==> config.mk <==
export PLATFORM = sky130hd
export DESIGN_NAME = mem_arbiter_flat
export DESIGN_NICKNAME = d
export VERILOG_FILES = /design/src/rtl/mem_arbiter_if.sv /design/src/rtl/mem_arbiter.sv /design/src/flat_wrapper.sv
export SDC_FILE = /design/constraint.sdc
export NUM_CORES = 1
export LEC_CHECK = 0
export CAP_MARGIN = 20
export CORE_MARGIN = 2
export CORE_UTILIZATION = 45
export DETAILED_ROUTE_END_ITERATION = 6
export GPL_TIMING_DRIVEN = 0
export PLACE_DENSITY = 0.71
export RECOVER_POWER = 50
export SLEW_MARGIN = 15
export SYNTH_ARGS = -nofsm -noshare
export SYNTH_HDL_FRONTEND = slang
export SYNTH_SLANG_ARGS = --single-unit
==> constraint.sdc <==
create_clock -name clk_in -period 5.2 [get_ports clk_in]
set_input_delay 1.3 -clock clk_in [delete_from_list [all_inputs] [get_ports clk_in]]
set_output_delay 1.3 -clock clk_in [all_outputs]
set_load 0.01 [all_outputs]
==> src/rtl/mem_arbiter_if.sv <==
// Signal bundle between the memory arbiter, the RAM/UART bus and its requesters
// (icache, load/store buffer, reorder buffer).
interface mem_arbiter_if #(
    parameter int ADDR_WIDTH  = 32,
    parameter int BLOCK_WIDTH = 1
);
    localparam int BLOCK_SIZE = 1 << BLOCK_WIDTH;

    logic [7:0]              mem_din;
    logic [7:0]              mem_dout;
    logic [ADDR_WIDTH-1:0]   mem_a;
    logic                    mem_wr;
    logic                    io_buffer_full;

    logic                    IC2MC_en;
    logic [ADDR_WIDTH-1:0]   IC2MC_addr;
    logic                    MC2IC_en;
    logic [32*BLOCK_SIZE-1:0] MC2IC_block;

    logic                    LSB2MC_en;
    logic                    LSB2MC_wr;
    logic [ADDR_WIDTH-1:0]   LSB2MC_addr;
    logic [1:0]              LSB2MC_len;
    logic [31:0]             LSB2MC_data;
    logic                    MC2LSB_en;
    logic [31:0]             MC2LSB_data;

    logic                    ROB2MC_pre_judge;

    // slave is the arbiter itself; master is everything around it
    modport slave (
        input  mem_din, io_buffer_full,
        input  IC2MC_en, IC2MC_addr,
        input  LSB2MC_en, LSB2MC_wr, LSB2MC_addr, LSB2MC_len, LSB2MC_data,
        input  ROB2MC_pre_judge,
        output mem_dout, mem_a, mem_wr,
        output MC2IC_en, MC2IC_block,
        output MC2LSB_en, MC2LSB_data
    );

    modport master (
        output mem_din, io_buffer_full,
        output IC2MC_en, IC2MC_addr,
        output LSB2MC_en, LSB2MC_wr, LSB2MC_addr, LSB2MC_len, LSB2MC_data,
        output ROB2MC_pre_judge,
        input  mem_dout, mem_a, mem_wr,
        input  MC2IC_en, MC2IC_block,
        input  MC2LSB_en, MC2LSB_data
    );
endinterface

==> src/rtl/mem_arbiter.sv <==
// Byte-serial memory arbiter: serves icache block fetches and LSB loads/stores
// over a single 8-bit RAM port, load/store requests taking priority.
module mem_arbiter #(
    parameter int ADDR_WIDTH  = 32,
    parameter int BLOCK_WIDTH = 1
) (
    input  logic clk_in,
    input  logic rst_in,
    input  logic rdy_in,
    mem_arbiter_if.slave bus
);
    localparam int BLOCK_SIZE = 1 << BLOCK_WIDTH;
    localparam int NB         = 4 * BLOCK_SIZE;
    localparam int CNT_W      = $clog2(NB) + 1;
    localparam int BLK_W      = 8 * NB;

    localparam logic [2:0] IDLE  = 3'd0;
    localparam logic [2:0] IC_RD = 3'd1;
    localparam logic [2:0] LS_RD = 3'd2;
    localparam logic [2:0] LS_WR = 3'd3;
    localparam logic [2:0] DONE  = 3'd4;

    logic [2:0]            state_q,    state_d;
    logic [CNT_W-1:0]      cnt_q,      cnt_d;
    logic [CNT_W-1:0]      n_q,        n_d;
    logic [ADDR_WIDTH-1:0] addr_q,     addr_d;
    logic [31:0]           data_q,     data_d;
    logic [BLK_W-1:0]      buf_q,      buf_d;
    logic [ADDR_WIDTH-1:0] mem_a_q,    mem_a_d;
    logic [7:0]            mem_dout_q, mem_dout_d;
    logic                  mem_wr_q,   mem_wr_d;
    logic                  ic_en_q,    ic_en_d;
    logic                  ls_en_q,    ls_en_d;
    logic [BLK_W-1:0]      ic_block_q, ic_block_d;
    logic [31:0]           ls_data_q,  ls_data_d;

    logic [CNT_W-1:0]      cnt_nxt_s;
    logic                  flush_s;
    logic                  io_stall_s;

    function automatic logic [CNT_W-1:0] len_bytes(input logic [1:0] len);
        case (len)
            2'b00:   return CNT_W'(1);
            2'b01:   return CNT_W'(2);
            default: return CNT_W'(4);
        endcase
    endfunction

    function automatic logic [7:0] store_byte(input logic [31:0] d, input logic [CNT_W-1:0] k);
        case (k)
            CNT_W'(0): return d[7:0];
            CNT_W'(1): return d[15:8];
            CNT_W'(2): return d[23:16];
            default:   return d[31:24];
        endcase
    endfunction

    // A count of c means byte c-1 is on mem_din this cycle; c == 0 carries no data yet.
    function automatic logic [BLK_W-1:0] put_byte(input logic [BLK_W-1:0] b,
                                                  input logic [CNT_W-1:0] c,
                                                  input logic [7:0]       v);
        logic [BLK_W-1:0] r;
        r = b;
        for (int i = 0; i < NB; i++) begin
            if (c == CNT_W'(i + 1)) begin
                r[8*i +: 8] = v;
            end else begin
                r[8*i +: 8] = b[8*i +: 8];
            end
        end
        return r;
    endfunction

    assign cnt_nxt_s  = cnt_q + CNT_W'(1);
    assign flush_s    = !bus.ROB2MC_pre_judge;
    assign io_stall_s = (state_q == LS_WR) && (addr_q[17:16] == 2'b11) && bus.io_buffer_full;

    // Next-state logic for the access sequencer and its registered outputs.
    always_comb begin
        state_d    = state_q;
        cnt_d      = cnt_q;
        n_d        = n_q;
        addr_d     = addr_q;
        data_d     = data_q;
        buf_d      = buf_q;
        mem_a_d    = mem_a_q;
        mem_dout_d = mem_dout_q;
        mem_wr_d   = mem_wr_q;
        ic_en_d    = ic_en_q;
        ls_en_d    = ls_en_q;
        ic_block_d = ic_block_q;
        ls_data_d  = ls_data_q;

        // A misprediction kills reads even while paused; stores always run to completion.
        if (flush_s && ((state_q == IC_RD) || (state_q == LS_RD))) begin
            state_d  = IDLE;
            cnt_d    = '0;
            mem_a_d  = '0;
            mem_wr_d = 1'b0;
        end else if (rdy_in) begin
            case (state_q)
                IDLE: begin
                    if (bus.LSB2MC_en && (bus.LSB2MC_wr || !flush_s)) begin
                        state_d  = bus.LSB2MC_wr ? LS_WR : LS_RD;
                        n_d      = len_bytes(bus.LSB2MC_len);
                        addr_d   = bus.LSB2MC_addr;
                        data_d   = bus.LSB2MC_data;
                        cnt_d    = '0;
                        buf_d    = '0;
                        mem_a_d  = bus.LSB2MC_addr;
                        mem_wr_d = bus.LSB2MC_wr;
                        if (bus.LSB2MC_wr) begin
                            mem_dout_d = bus.LSB2MC_data[7:0];
                        end else begin
                            mem_dout_d = mem_dout_q;
                        end
                    end else if (bus.IC2MC_en && !flush_s) begin
                        state_d  = IC_RD;
                        n_d      = CNT_W'(NB);
                        addr_d   = bus.IC2MC_addr;
                        cnt_d    = '0;
                        buf_d    = '0;
                        mem_a_d  = bus.IC2MC_addr;
                        mem_wr_d = 1'b0;
                    end else begin
                        mem_a_d  = '0;
                        mem_wr_d = 1'b0;
                    end
                end
                IC_RD, LS_RD: begin
                    buf_d = put_byte(buf_q, cnt_q, bus.mem_din);
                    if (cnt_q == n_q) begin
                        state_d = DONE;
                        cnt_d   = '0;
                        mem_a_d = '0;
                        if (state_q == IC_RD) begin
                            ic_en_d    = 1'b1;
                            ic_block_d = buf_d;
                        end else begin
                            ls_en_d   = 1'b1;
                            ls_data_d = buf_d[31:0];
                        end
                    end else begin
                        cnt_d = cnt_nxt_s;
                        // Park the address after the last byte so no extra RAM/IO read is issued.
                        if (cnt_nxt_s < n_q) begin
                            mem_a_d = addr_q + ADDR_WIDTH'(cnt_nxt_s);
                        end else begin
                            mem_a_d = '0;
                        end
                    end
                end
                LS_WR: begin
                    if (!io_stall_s) begin
                        if (cnt_nxt_s == n_q) begin
                            state_d  = DONE;
                            cnt_d    = '0;
                            mem_a_d  = '0;
                            mem_wr_d = 1'b0;
                            ls_en_d  = 1'b1;
                        end else begin
                            cnt_d      = cnt_nxt_s;
                            mem_a_d    = addr_q + ADDR_WIDTH'(cnt_nxt_s);
                            mem_dout_d = store_byte(data_q, cnt_nxt_s);
                        end
                    end else begin
                        cnt_d = cnt_q;
                    end
                end
                DONE: begin
                    state_d = IDLE;
                    ic_en_d = 1'b0;
                    ls_en_d = 1'b0;
                end
                default: begin
                    state_d  = IDLE;
                    cnt_d    = '0;
                    mem_a_d  = '0;
                    mem_wr_d = 1'b0;
                    ic_en_d  = 1'b0;
                    ls_en_d  = 1'b0;
                end
            endcase
        end else begin
            state_d = state_q;
        end
    end

    // State and output registers with synchronous reset.
    always_ff @(posedge clk_in) begin
        if (rst_in) begin
            state_q    <= IDLE;
            cnt_q      <= '0;
            n_q        <= '0;
            addr_q     <= '0;
            data_q     <= '0;
            buf_q      <= '0;
            mem_a_q    <= '0;
            mem_dout_q <= 8'h00;
            mem_wr_q   <= 1'b0;
            ic_en_q    <= 1'b0;
            ls_en_q    <= 1'b0;
            ic_block_q <= '0;
            ls_data_q  <= 32'h0000_0000;
        end else begin
            state_q    <= state_d;
            cnt_q      <= cnt_d;
            n_q        <= n_d;
            addr_q     <= addr_d;
            data_q     <= data_d;
            buf_q      <= buf_d;
            mem_a_q    <= mem_a_d;
            mem_dout_q <= mem_dout_d;
            mem_wr_q   <= mem_wr_d;
            ic_en_q    <= ic_en_d;
            ls_en_q    <= ls_en_d;
            ic_block_q <= ic_block_d;
            ls_data_q  <= ls_data_d;
        end
    end

    // The write strobe is the only output that reacts within the cycle: pause and UART-full gate it.
    assign bus.mem_wr      = mem_wr_q && rdy_in && !io_stall_s;
    assign bus.mem_a       = mem_a_q;
    assign bus.mem_dout    = mem_dout_q;
    assign bus.MC2IC_en    = ic_en_q;
    assign bus.MC2IC_block = ic_block_q;
    assign bus.MC2LSB_en   = ls_en_q;
    assign bus.MC2LSB_data = ls_data_q;
endmodule

==> src/flat_wrapper.sv <==
// flat-port wrapper written by rule: the top's interface ports become plain ports
module mem_arbiter_flat 
#(
    parameter int ADDR_WIDTH  = 32,
    parameter int BLOCK_WIDTH = 1
)
  (clk_in, rst_in, rdy_in, bus_mem_din, bus_io_buffer_full, bus_IC2MC_en, bus_IC2MC_addr, bus_LSB2MC_en, bus_LSB2MC_wr, bus_LSB2MC_addr, bus_LSB2MC_len, bus_LSB2MC_data, bus_ROB2MC_pre_judge, bus_mem_dout, bus_mem_a, bus_mem_wr, bus_MC2IC_en, bus_MC2IC_block, bus_MC2LSB_en, bus_MC2LSB_data);
  mem_arbiter_if #(.ADDR_WIDTH(ADDR_WIDTH), .BLOCK_WIDTH(BLOCK_WIDTH)) bus_i ();
  input  logic clk_in;
  input  logic rst_in;
  input  logic rdy_in;
  input wire logic [$bits(bus_i.mem_din)-1:0] bus_mem_din;
  input wire logic [$bits(bus_i.io_buffer_full)-1:0] bus_io_buffer_full;
  input wire logic [$bits(bus_i.IC2MC_en)-1:0] bus_IC2MC_en;
  input wire logic [$bits(bus_i.IC2MC_addr)-1:0] bus_IC2MC_addr;
  input wire logic [$bits(bus_i.LSB2MC_en)-1:0] bus_LSB2MC_en;
  input wire logic [$bits(bus_i.LSB2MC_wr)-1:0] bus_LSB2MC_wr;
  input wire logic [$bits(bus_i.LSB2MC_addr)-1:0] bus_LSB2MC_addr;
  input wire logic [$bits(bus_i.LSB2MC_len)-1:0] bus_LSB2MC_len;
  input wire logic [$bits(bus_i.LSB2MC_data)-1:0] bus_LSB2MC_data;
  input wire logic [$bits(bus_i.ROB2MC_pre_judge)-1:0] bus_ROB2MC_pre_judge;
  output wire logic [$bits(bus_i.mem_dout)-1:0] bus_mem_dout;
  output wire logic [$bits(bus_i.mem_a)-1:0] bus_mem_a;
  output wire logic [$bits(bus_i.mem_wr)-1:0] bus_mem_wr;
  output wire logic [$bits(bus_i.MC2IC_en)-1:0] bus_MC2IC_en;
  output wire logic [$bits(bus_i.MC2IC_block)-1:0] bus_MC2IC_block;
  output wire logic [$bits(bus_i.MC2LSB_en)-1:0] bus_MC2LSB_en;
  output wire logic [$bits(bus_i.MC2LSB_data)-1:0] bus_MC2LSB_data;
  assign bus_i.mem_din = bus_mem_din;
  assign bus_i.io_buffer_full = bus_io_buffer_full;
  assign bus_i.IC2MC_en = bus_IC2MC_en;
  assign bus_i.IC2MC_addr = bus_IC2MC_addr;
  assign bus_i.LSB2MC_en = bus_LSB2MC_en;
  assign bus_i.LSB2MC_wr = bus_LSB2MC_wr;
  assign bus_i.LSB2MC_addr = bus_LSB2MC_addr;
  assign bus_i.LSB2MC_len = bus_LSB2MC_len;
  assign bus_i.LSB2MC_data = bus_LSB2MC_data;
  assign bus_i.ROB2MC_pre_judge = bus_ROB2MC_pre_judge;
  assign bus_mem_dout = bus_i.mem_dout;
  assign bus_mem_a = bus_i.mem_a;
  assign bus_mem_wr = bus_i.mem_wr;
  assign bus_MC2IC_en = bus_i.MC2IC_en;
  assign bus_MC2IC_block = bus_i.MC2IC_block;
  assign bus_MC2LSB_en = bus_i.MC2LSB_en;
  assign bus_MC2LSB_data = bus_i.MC2LSB_data;
  mem_arbiter #(.ADDR_WIDTH(ADDR_WIDTH), .BLOCK_WIDTH(BLOCK_WIDTH)) u_core (.clk_in(clk_in), .rst_in(rst_in), .rdy_in(rdy_in), .bus(bus_i));
endmodule
* Word level (Yosys, flattened, before mapping) *
Index checks and enable logic that the tools add are counted.

storage, ports and cells
  register bits after elaboration = 278
  input port bits = 114
  output and inout port bits = 139
  word-level logic and storage cells = 136

cells by class
  add/sub/neg operators = 2
  $lt $le $gt $ge = 1
  equality and inequality tests = 27
  multiplexer cells = 54
  bitwise operators = 6
  reductions and logical operators = 33

operators with widths
  operator              number
  $mux W32              8
  $mux W64              2
  $pmux W32 S4          1
  $pmux W64 S2          1
  $mux W8               12
  $add A32 B4 Y32       1
  $mux W4               7
  $pmux W8 S3           1
  $reduce_and A4 Y1     5
  $reduce_and A5 Y1     4
  $eq A4 B3 Y1 const B  4
  $pmux W4 S4           1
  $pmux W8 S2           1
  $mux W3               5
  $reduce_and A7 Y1     2
  $eq A4 B2 Y1 const B  3
  $mux W1               10
  $ne A2 B2 Y1 const B  5
  $pmux W3 S3           1
  $eq A4 B1 Y1 const B  2
  $eq A4 B4 Y1          2
  $logic_and A1 B1 Y1   7
  $eq A3 B2 Y1 const B  2
  $ne A2 B1 Y1 const B  3
  other kinds (21)      33

* Depth between registers and ports, before layout *
  depth after elaboration = 6
  mapped depth = 11

* Worst setup path before layout *
No wires, ideal clock.

  kind = input-to-output
  start point = in rdy_in
  end point = out bus_mem_wr
  data arrival time = 1.974 ns
  data required time = 3.900 ns
  path slack = 1.926 ns
  cell stages on the path = 3
  cells stage by stage = clkbuf_1 o21a_1 and2_1

between the ends
  longest elaborated chain between the ends = 2

ends and longest elaborated chain
  item                               line                RTL
  from (decl)                        flat_wrapper.sv:11  input logic rdy_in;
  $logic_and A1 B1 Y1 (2 in series)  mem_arbiter.sv:223  assign bus.mem_wr = mem_wr_q && rdy_in && !io_stall_s;
  to (decl)                          flat_wrapper.sv:24  output wire logic [$bits(bus_i.mem_wr)-1:0] bus_mem_wr;

Every way passes these cells.

* Worst setup path after layout *
Ends and elaborated chain as after synthesis.

==> flow_metrics.env <==
export IMPL_run_status="finished clean"
export IMPL_timing_hold_violations_final=0
export IMPL_postCtsSetupRepairBufs=0
export IMPL_synth_nets=1566
export IMPL_grt_ovfl_total=0
export IMPL_clk_pin_slew_worst_paths_ns=0.06
export IMPL_vias_per_cell=5.72
export IMPL_fin_setup_tns_ns=0
export IMPL_worst_slew_pin_slew_ns=1.05
export IMPL_ys_async_sr_fraction_pct=0
export IMPL_drt_antenna_violating_nets=0
export IMPL_grt_usage_pct=26.3
export IMPL_fp_dieArea_um2=29800
export IMPL_placement_rows=61
export IMPL_final_layout_size_suffix_gt1_share_pct=6.26
export IMPL_ctsResizeCount=0
export IMPL_synth_cell_area_um2=12800
export IMPL_initialDrtViolationCount=1115
export IMPL_drt_drc_violations_left=0
export IMPL_tritoncts_clock_tree="yes"
export IMPL_synth_seq_area_share_pct=43.5
export IMPL_slew_viol_final=0
export IMPL_finalWeightedCongestion=0.921
export IMPL_h_tree_depth=1
export IMPL_hold_path_depth=2
export IMPL_post_route_util_pct=59.5
export IMPL_rsz0062_at_grt="false"
export IMPL_worst_endpoint_required_ns=3.90
export IMPL_layout_commonest_cell="dfxtp_1"
export IMPL_start_util_pct=45.9
export IMPL_leakagePower_nw=5.87
export IMPL_startpoint_of_the_lowest_slack_register_to_register_path="u_core.cnt_q[0]"
export IMPL_grt_pass1_wl_um=63900
export IMPL_r2r_end="u_core.bus.mem_a[9]"
export IMPL_dp_cells=2064
export IMPL_totalWireLength_um=40900
export IMPL_grt_antenna_before_repair=1
export IMPL_synthesis_instances=1435
export IMPL_grt_pass1_vias=11700
export IMPL_cp_max_fo=10
export IMPL_io_pins=253
export IMPL_ys_warn_count=0
export IMPL_fillers=2491
export IMPL_route_detailed_wl_per_inst_um=19.3
export IMPL_number_of_nets_in_the_finished_design=1849
export IMPL_bufs_on_longest_clock_path=3
export IMPL_irDropWorstVdd_uv=246
export IMPL_number_of_library_cell_types_mapped_by_synthesis=70
export IMPL_fmaxAchievable_mhz=210
export IMPL_number_of_endpoints_failing_setup_at_the_final_stage=0
export IMPL_p_per_area_nw_per_um2=321
export IMPL_layout_min_cycle_time_ns=4.76
export IMPL_final_min_period_over_clock_period_pct=91.5
export IMPL_primary_ff_master_synth="dfxtp_1"
export IMPL_synth_ff_latch_count=278
export IMPL_worst_skew_pair_late_latency_ns=0.57
export IMPL_cp_data_arrival_time_ns=3.46
export IMPL_critPathLaunchType="input pin"
export IMPL_setup_crit_path_kind="in -> out"
export IMPL_clock_skew_ns=0.0211
export IMPL_cts_made_buffers=30
export IMPL_die_x_um=173
export IMPL_switching_share_pct=27.4
export IMPL_min_delay_start="u_core.data_q[3]"
export IMPL_min_delay_path_class="reg -> reg"
export IMPL_p_int_w=0.00387
export IMPL_portBuffers=251
export IMPL_cts_sink_count=278
export IMPL_total_via_count_after_detailed_routing=12100
export IMPL_avgSynthCellArea_um2=8.91
export IMPL_p_seq_share_pct=43.3
export IMPL_rrSetupSlack_ns=1.46
export IMPL_clkPwrFrac_pct=41.4
export IMPL_r2r_worst_path_cells=10
export IMPL_floorplan_die_height_um=173
export IMPL_layout_common_cells="dfxtp_1, nor2_1, nand2_1, dlygate4sd3_1, clkdlybuf4s50_1"
export IMPL_final_cell_count_no_fill=2119
export IMPL_hold_path_endpoint="u_core.data_q[3]"
export IMPL_p_switching_w=0.00146
export IMPL_power_frac_comb_pct=15.4
export IMPL_firstDrtPassIters=6
export IMPL_synth_edff_count=0
export IMPL_cts_hold_buf=0
export IMPL_detailedPlacementHpwl_um=29500
export IMPL_flow_area_growth_from_synthesis_pct=29.6
export IMPL_maxCapViolCount=0
export IMPL_clock_tree_root_cell="clkbuf_16"
export IMPL_coreArea_um2=27900
export IMPL_timing_critical_path_to_type="primary output"
export IMPL_grt_max_degree=16
export IMPL_max_slew_headroom_pct=29.5
==> stage by stage <==
stage | area (µm²) | worst slack [ns] | power, W | hold WS (ns)
after detailed placement | 15800 | 0.563 | 0.00319 | 0.447
after CTS | 16800 | 0.557 | 0.00538 | 0.456
after global placement | 15800 | 0.567 | 0.00318 | 0.443
final | 16600 | 0.441 | 0.00533 | 0.456
after global routing | 16600 | 0.416 | 0.00552 | 0.477
after floorplan | 12800 | 1.93 | 0.00281 | 0.436
==> worst max-delay path by stage <==
| stage | endpoint | startpoint | slack, ns |
|---|---|---|---|
| finish | bus_mem_wr | rdy_in | 0.44 |
| detailed placement | bus_mem_wr | rdy_in | 0.56 |
| CTS | bus_mem_wr | rdy_in | 0.56 |
| floorplan | bus_mem_wr | rdy_in | 1.93 |
| global route | bus_mem_wr | rdy_in | 0.42 |
| global placement | bus_mem_wr | rdy_in | 0.57 |
==> critical path, cell delays in order <==
cell             delay [ns]
dlygate4sd3_1          0.63
clkbuf_1               0.38
o21a_1                 0.35
and2_1                 0.24
clkdlybuf4s50_1        0.55
==> synthesized netlist by cell type, types with 16 or more instances <==
cell,instances,area [µm²]
ha_1,16,200
mux2i_1,64,641
buf_2,27,135
a22oi_1,96,721
a211oi_1,52,390
a21oi_1,59,295
a211oi_2,57,713
nor2_1,211,792
a311oi_1,29,254
clkbuf_1,78,293
xnor2_1,25,219
dfxtp_1,278,5570
o21ai_0,18,90.1
nand3_1,20,100
o221ai_1,16,140
nor3_1,22,110
nand2_1,175,657
==> kinds of logic after synthesis <==
group	synth area share (%)
AO/OA/AOI/OAI	26.0
XOR/XNOR	2.05
adder cells (fa/ha/maj)	1.72
buffers and inverters	4.90
flip-flops	43.5
multiplexers	5.01
AND/OR/NAND/NOR	16.8
==> state kept, by name, summed over array words and instances, names as in the netlist <==
register,cells
u_core.addr_q,32
u_core.buf_q,64
u_core.bus.MC2IC_block,64
u_core.bus.MC2IC_en,1
u_core.bus.MC2LSB_data,32
u_core.bus.MC2LSB_en,1
u_core.bus.mem_a,32
u_core.bus.mem_dout,8
u_core.cnt_q,4
u_core.data_q,32
u_core.mem_wr_q,1
u_core.n_q,4
u_core.state_q,3
==> power by group through the flow <==
stage | logic [W] | clock network [W] | registers, W
CTS | 0.000842 | 0.00223 | 0.00231
detailed placement | 0.000838 | 0 | 0.00235
floorplan | 0.000454 | 0 | 0.00236
global placement | 0.000829 | 0 | 0.00235
finish | 0.000818 | 0.00221 | 0.00231
global route | 0.000885 | 0.00231 | 0.00232
==> per-layer routing <==
| metal | track usage, % | wire length [µm] | part of all wire [%] | vias up |
|---|---|---|---|---|
| li1 | - | - | - | 5793 |
| met4 | 8.51 | 1230 | 3.0 | 0 |
| met3 | 4.60 | 3160 | 7.7 | 84 |
| met1 | 35.4 | 17900 | 44 | 5745 |
| met2 | 43.0 | 18600 | 45 | 506 |
| met5 | 0 | 0 | 0 | - |
==> area by class of cell <==
cell class	instances	area, µm²	area share (%)
flip-flops and latches	278	5570	33.6
multi-input cells	1016	6420	38.7
repair buffers	251	2510	15.1
clock inverters	11	175	1.06
plain buffers	128	546	3.29
diodes	1	2.50	0.0151
well taps	378	473	2.85
clock buffers	43	840	5.06
inverters	13	48.8	0.294
Power figures use the tool's default switching activity.
